--- config.mk ---
export PLATFORM = sky130hd
export DESIGN_NAME = controle_manobra
export DESIGN_NICKNAME = d
export VERILOG_FILES = /design/src/rtl/controle_manobra.sv
export SDC_FILE = /design/constraint.sdc
export NUM_CORES = 1
export LEC_CHECK = 0
export ABC_AREA = 1
export CAP_MARGIN = 20
export CORE_UTILIZATION = 35
export DETAILED_ROUTE_END_ITERATION = 16
export GPL_TIMING_DRIVEN = 0
export PLACE_DENSITY = 0.56
export SKIP_LAST_GASP = 1
export SYNTH_ARGS = -nofsm -noshare
export SYNTH_HDL_FRONTEND = slang
export SYNTH_SLANG_ARGS = --single-unit
--- constraint.sdc ---
create_clock -name Clock -period 2.9 [get_ports Clock]
set_clock_uncertainty 0.2 [all_clocks]
set_input_delay 0.29 -clock Clock [delete_from_list [all_inputs] [get_ports Clock]]
set_output_delay 0.29 -clock Clock [all_outputs]
set_load 0.005 [all_outputs]
--- src/rtl/controle_manobra.sv ---
// Timed manoeuvre sequencer for the obstacle-avoiding robot: reverse, turn with
// retries, then error. All outputs are registered and power-gated.
module controle_manobra #(
  parameter int RE_CICLOS   = 8,
  parameter int GIRO_CICLOS = 4,
  parameter int MAX_GIROS   = 3
) (
  input  logic       Clock,
  input  logic       Reset,
  input  logic       Ligar,
  input  logic       Bateria,
  input  logic       Sensor_Frontal,
  input  logic       Sensor_Direito,
  input  logic       Sensor_Esquerdo,
  input  logic       Sensor_Trazeiro,
  output logic       Motor_Frente,
  output logic       Motor_Re,
  output logic       Gira_Direita,
  output logic       Gira_Esquerda,
  output logic       Saida_Erro,
  output logic       Saida_Re,
  output logic       Saida_Girar,
  output logic       RoboLigado,
  output logic [2:0] Estado
);
  localparam int CMAX = (RE_CICLOS > GIRO_CICLOS) ? RE_CICLOS : GIRO_CICLOS;
  localparam int CW   = (CMAX > 1) ? $clog2(CMAX) : 1;
  localparam int TW   = (MAX_GIROS > 1) ? $clog2(MAX_GIROS) : 1;
  localparam logic [CW-1:0] RE_INI    = CW'(RE_CICLOS - 1);
  localparam logic [CW-1:0] GIRO_INI  = CW'(GIRO_CICLOS - 1);
  localparam logic [TW-1:0] TENT_ULT  = TW'(MAX_GIROS - 1);

  typedef enum logic [2:0] {
    DESLIGADO = 3'd0,
    FRENTE    = 3'd1,
    RE        = 3'd2,
    GIRO      = 3'd3,
    ERRO      = 3'd4
  } estado_t;

  estado_t       st, st_n;
  logic [CW-1:0] cnt, cnt_n;
  logic [TW-1:0] tent, tent_n;
  logic          dir, dir_n;   // 1 = left

  logic liga, dir_pick, todos, nenhum;
  assign liga     = Ligar & ~Bateria;
  // Turn left only when right is blocked and left is clear; otherwise right.
  assign dir_pick = Sensor_Direito & ~Sensor_Esquerdo;
  assign todos    = Sensor_Frontal & Sensor_Direito & Sensor_Esquerdo & Sensor_Trazeiro;
  assign nenhum   = ~(Sensor_Frontal | Sensor_Direito | Sensor_Esquerdo | Sensor_Trazeiro);

  always_comb begin
    st_n   = st;
    cnt_n  = cnt;
    tent_n = tent;
    dir_n  = dir;
    if (!liga) begin
      st_n   = DESLIGADO;
      cnt_n  = '0;
      tent_n = '0;
    end else begin
      case (st)
        DESLIGADO: st_n = FRENTE;
        FRENTE: begin
          if (todos) begin
            st_n = ERRO;
          end else if (Sensor_Frontal && !Sensor_Trazeiro) begin
            st_n   = RE;
            cnt_n  = RE_INI;
            tent_n = '0;
          end else if (Sensor_Frontal && Sensor_Trazeiro) begin
            st_n   = GIRO;
            cnt_n  = GIRO_INI;
            tent_n = '0;
            dir_n  = dir_pick;
          end
        end
        RE: begin
          if (Sensor_Trazeiro || cnt == '0) begin
            st_n  = GIRO;
            cnt_n = GIRO_INI;
            dir_n = dir_pick;
          end else begin
            cnt_n = cnt - CW'(1);
          end
        end
        GIRO: begin
          if (cnt != '0) begin
            cnt_n = cnt - CW'(1);
          end else if (!Sensor_Frontal) begin
            st_n   = FRENTE;
            tent_n = '0;
          end else if (tent == TENT_ULT) begin
            st_n   = ERRO;
            tent_n = '0;
          end else begin
            tent_n = tent + TW'(1);
            cnt_n  = GIRO_INI;
            dir_n  = dir_pick;
          end
        end
        ERRO: if (nenhum) st_n = FRENTE;
        default: begin
          st_n   = DESLIGADO;
          cnt_n  = '0;
          tent_n = '0;
        end
      endcase
    end
  end

  // Outputs are decoded from the next state so they change on the same edge as the state.
  always_ff @(posedge Clock) begin
    if (Reset) begin
      st            <= DESLIGADO;
      cnt           <= '0;
      tent          <= '0;
      dir           <= 1'b0;
      Motor_Frente  <= 1'b0;
      Motor_Re      <= 1'b0;
      Gira_Direita  <= 1'b0;
      Gira_Esquerda <= 1'b0;
      Saida_Erro    <= 1'b0;
      Saida_Re      <= 1'b0;
      Saida_Girar   <= 1'b0;
      RoboLigado    <= 1'b0;
    end else begin
      st            <= st_n;
      cnt           <= cnt_n;
      tent          <= tent_n;
      dir           <= dir_n;
      Motor_Frente  <= (st_n == FRENTE);
      Motor_Re      <= (st_n == RE);
      Gira_Direita  <= (st_n == GIRO) && !dir_n;
      Gira_Esquerda <= (st_n == GIRO) && dir_n;
      Saida_Erro    <= (st_n == ERRO);
      Saida_Re      <= (st_n == RE);
      Saida_Girar   <= (st_n == GIRO);
      RoboLigado    <= liga;
    end
  end

  assign Estado = st;
endmodule

# --- Word level (Yosys, flattened, before mapping) ---
# Index checks and enable logic that the tools add are counted.
totals:
  output_inout_bits: 11
  in_bits: 8
  regBits: 16
op_classes:
  reduce_logical: 15
  bitwise_logic: 13
  n_addsub: 2
  n_eq_ne: 14
  muxes: 34
op_table:
  columns: ["operator", "n"]
  rows:
  - ["$mux W3", 16]
  - ["$pmux W3 S5", 1]
  - ["$eq A3 B2 Y1 const B", 4]
  - ["$mux W2", 6]
  - ["$pmux W3 S4", 1]
  - ["$ne A3 B3 Y1 const B", 3]
  - ["$mux W1", 8]
  - ["$eq A3 B1 Y1 const B", 2]
  - ["$eq A3 B3 Y1 const B", 2]
  - ["$logic_not A3 Y1", 2]
  - ["$pmux W2 S3", 1]
  - ["$and A1 B1 Y1", 5]
  - ["$not A1 Y1", 5]
  - ["$reduce_and A5 Y1", 1]
  - ["$logic_and A1 B1 Y1", 4]
  - ["$ne A2 B2 Y1 const B", 2]
  - ["$reduce_and A4 Y1", 1]
  - ["$reduce_or A2 Y1", 2]
  - ["$or A1 B1 Y1", 3]
  - ["$pmux W1 S3", 1]
  - ["$reduce_bool A3 Y1", 1]
  - ["$reduce_or A3 Y1", 1]
  - ["$sub A3 B1 Y3 const B", 1]
  - ["$add A2 B1 Y2 const B", 1]
  - ["other kinds (3)", 4]

# --- Longest topological paths before layout ---
depth:
  depth_word: 9
  ltp_mapped: 11
  depth_no_buf: 10

# --- Worst setup path before layout ---
# No wires, ideal clock.
synth_path:
  kind: "flip-flop to flip-flop"
  from: "register cnt[0]"
  to: "register Gira_Direita"
  setup_slack_ns: 1.322
  t_required_ns: 2.585
  arrival_ns: 1.263
  period_less_slack_ns: 1.578
  stages_incl_launch_ff: 10
  setup_ns: 0.115
  path_cell_list: "dfxtp_1 inv_1 ha_1 inv_1 nor2_1 nand2_1 nand3_1 nand3b_2 nand4_1 nor2_1"
synth_via:
  elab_chain_cells: 7
  word_cells_on_any_way: 14
synth_rtl:
  columns: ["item", "line_no", "rtl"]
  rows:
  - ["from (decl)", "42", "logic [CW-1:0] cnt, cnt_n;"]
  - ["from (signal assigned)", "130", "cnt <= cnt_n;"]
  - ["$logic_not A3 Y1", "80", "if (Sensor_Trazeiro || cnt == '0) begin"]
  - ["$logic_or A1 B1 Y1", "80", null]
  - ["$mux W3 / $mux W1 (equally long branches)", "80", null]
  - ["$pmux W3 S5 / $pmux W1 S3 (equally long branches)", "63", "case (st)"]
  - ["$mux W3 / $mux W1 (equally long branches)", "58", "if (!liga) begin"]
  - ["$eq A3 B2 Y1 / $logic_not A1 Y1 (equally long branches)", "135", "Gira_Direita <= (st_n == GIRO) && !dir_n;"]
  - ["$logic_and A1 B1 Y1 (*)", "135", null]
  - ["to (signal assigned)", "135", null]
  - ["to (decl)", "18", "output logic Gira_Direita,"]
# Mark *: on every way between the ends. The rest lies on a longest branch, timed or not.
# A chain may end at the register's enable or synchronous reset.

# --- Final worst setup path ---
layout_path:
  from: "register cnt[0]"
  to: "register Gira_Esquerda"
layout_via:
  elab_chain_cells: 7
  word_cells_on_any_way: 13
layout_rtl:
  columns: ["item", "line_no", "rtl"]
  rows:
  - ["$logic_not A3 Y1", "80", null]
  - ["$logic_or A1 B1 Y1", "80", null]
  - ["$mux W3", "80", null]
  - ["$pmux W3 S5", "63", null]
  - ["$mux W3", "58", null]
  - ["$eq A3 B2 Y1", "136", "Gira_Esquerda <= (st_n == GIRO) && dir_n;"]
  - ["$logic_and A1 B1 Y1 (*)", "136", null]
  - ["to (signal assigned)", "136", null]
  - ["to (decl)", "19", "output logic Gira_Esquerda,"]
# Marked as above.

==> impl_metrics.toml <==
[outcome]
status = "completed"

[critical_path]
critPathKind = "reg2reg"
cp_cell_sequence = "inv_1 > ha_1 > inv_1 > nor2_1 > nand2_1 > nand3_1 > nand3b_2 > nand4_1 > nor2_1"
path_max_fanout = 6
startpoint = "cnt[0]$_SDFFE_PP0P_"
cpMaxStageDelayCell = "dfxtp_1"
required_ns = 2.88
cp-end-kind = "flop"
critical_path_arrival_ns = 1.86
startpoint_type = "flop"
slowest_delay_ns = 0.33
rr_startpoint = "cnt[0]$_SDFFE_PP0P_"

[yosys]
postSynthNetCount = 166
netlist_instances = 156
synth_compound_area_share_pct = 8.497
ys_seq_area_share_pct = 33.46
ys_warn_count = 0
synth_area_sq_um = 957.2
syn-mean-instance-area_sq_um = 6.136
synth_xor_area_share_pct = 0.9150
yosys-mux-area-fraction_pct = 0
synth_top_family_by_area = "simple AND/OR/NAND/NOR gates"
synth-simple-area-share_pct = 41.96
synth_cell_types = 22
synth-seq-cells = 16
synth_adder_area_share_pct = 2.614

[clock_network]
clk_latency_ns = 0.28
clock_path_buffers = 2
cts-buffers-inserted = 3
cts_tree = "built"
cts-htree-levels = 1
cts_resized = 0
post_cts_buffers = 0
hold_buffers = 0
cts.sinks = 16
ctsRootBufferMaster = "clkbuf_4"
clk_pin_slew_ns = 0.10

[route]
post-route-drc-count = 0
routed_via_density = 4.749
num_vias = 983
drt_wl_total_um = 2260
first_pass_iters = 7
drt_iter0_drc = 16
ant_nets = 0
drt-wirelength-per-cell_um = 10.92

[placement]
portBuffers = 17
gp_congestion = 0.8645
dp_hpwl_um = 1846

[floorplanning]
die_area_sq_mm = 0.002948
die_h_um = 54.30
row_count = 18
die_w_um = 54.30
top_level_ports = 19
core_area_sq_mm = 0.002522
initial_core_util_pct = 37.95

[power]
power_density_mw_per_mm2 = 353.0
p_int_mw = 0.3221
leakagePower_nw = 0.5749
p_switching_mw = 0.1020
power_frac_comb_pct = 12.3
pwr-share-clk_pct = 34.7
peakVddDrop_mv = 0.2266
swShare_pct = 24.05
power_frac_seq_pct = 53.0

[timing]
finalMaxSlewViolations = 0
fin_crit_sh_pct = 64.95
setup-violations-final = 0
rsz0062_at_grt = "false"
maxSlewHeadroom_pct = 75.03
max_clock_freq_mhz = 530.9
min_period_ns = 1.883
tightestPinTransition_ns = 0.3731
final-hold-violation-count = 0
holdWs_ns = 0.1685
fin_setup_tns_ns = 0

[global_route]
grt_pass1_vias = 901
grt_pass1_wl_um = 3684
grt_max_degree = 11
antenna_found_initial = 0
overflow = 0
gr-usage-all-layers_pct = 17.68

[cells_and_area]
diodes = 0
fill_cells = 283
drive_gt1_share_pct = 7.345
area.growth.synth_to_final_pct = 25.49
finalNetCount = 188
multi_input_area_sq_um = 516.7
regArea_sq_um = 320.3

[hold_path]
hold_path.class = "in2reg"
min_from = "Sensor_Frontal"

[job]
max_cap_viol_count = 0
## per-stage QoR
stage / cells / utilization [%] / setup slack, ns / cell area (sq um) / total power [mW]
floorplan: 156 / - / 1.322 / 957.2 / 0.2604
global placement: 203 / 46.18 / 0.8480 / 1165 / 0.2811
detailed placement: 203 / 46.18 / 0.7944 / 1165 / 0.2820
CTS: 207 / 47.62 / 1.007 / 1201 / 0.4309
global route: 207 / 47.62 / 0.7921 / 1201 / 0.4431
finish: 207 / 47.62 / 1.017 / 1201 / 0.4240
## synth_stat cells
cell	count	area [sq um]
nand3b_1	1	7.510
inv_1	25	93.84
xor2_1	1	8.760
o21bai_1	1	7.510
dfxtp_1	16	320.3
nand3_1	10	50.05
ha_1	2	25.02
inv_2	2	7.510
o21ai_0	2	10.01
or2_2	1	6.260
nor2_2	2	12.51
nand3_2	1	10.01
o211ai_1	2	15.01
buf_4	1	7.510
buf_6	1	11.26
nand2_1	42	157.7
nor3_1	1	5.000
nand3b_2	1	11.26
o221ai_1	1	8.760
a21oi_1	8	40.04
nor2_1	31	116.4
nand4_1	4	25.02
## critical path, delay by kind of cell (launching register included)
kind	cells	cell delay, ns
adder cells (fa/ha/maj)	1	0.19
AND/OR/NAND/NOR	6	0.94
buffers and inverters	2	0.13
flip-flops	1	0.33
## power by group through the flow
stage	clock network, mW	registers, mW	logic (mW)
after global placement	0	0.230	0.0512
after CTS	0.153	0.225	0.0525
after floorplan	0	0.230	0.0307
after global routing	0.159	0.225	0.0588
after detailed placement	0	0.230	0.0521
final	0.147	0.225	0.0522
## layout by cell type (no fill, tap or decap)
cell             count
nand2_1             42
nor2_1              31
inv_1               25
clkdlybuf4s50_1     17
dfxtp_1             16
nand3_1             10
a21oi_1              8
nand4_1              4
clkbuf_4             3
inv_2                2
nor2_2               2
o211ai_1             2
o21ai_0              2
ha_1                 2
nand3_2              1
buf_6                1
o21bai_1             1
nand3b_2             1
or2_2                1
nand3b_1             1
o221ai_1             1
xor2_1               1
nor3_1               1
buf_4                1
clkbuf_8             1
## registers in the layout (all words and copies together), names as in the netlist
| register | flops |
|---|---|
| Gira_Esquerda | 1 |
| Gira_Direita | 1 |
| Estado | 3 |
| Saida_Erro | 1 |
| Saida_Re | 1 |
| dir | 1 |
| RoboLigado | 1 |
| cnt | 3 |
| tent | 2 |
| Motor_Frente | 1 |
| Saida_Girar | 1 |
## cell type report
class / count / area share [%]
inverters: 27 / 8.437
clock buffers: 4 / 3.021
plain buffers: 2 / 1.563
flip-flops and latches: 16 / 26.67
well taps: 30 / 3.125
multi-input cells: 111 / 43.02
repair buffers: 17 / 14.17
## layer usage
metal	GRT usage [%]	vias to the layer above	share of wire [%]
met5	0	-	0
met4	7.692	0	0.88
met3	1.667	2	2.8
met2	29.47	15	46
met1	23.01	439	50
li1	-	527	-
## final timing paths
path	end	slack, ns	depth (start not counted)
worst max-delay path	Gira_Esquerda$_SDFF_PP0_	1.02	9
worst min-delay path	tent[1]$_SDFFE_PP0P_	0.17	5
worst max register to register	Gira_Esquerda$_SDFF_PP0_	1.02	9
worst min register to register	cnt[1]$_SDFFE_PP0P_	0.27	2
## cell families after synthesis
group | count (synthesis)
fa+ha+maj | 2
buf+inv | 29
flops | 16
simple gates | 94
xor+xnor | 1
compound gates | 14
Note: power is estimated with default switching activity, not from simulation.
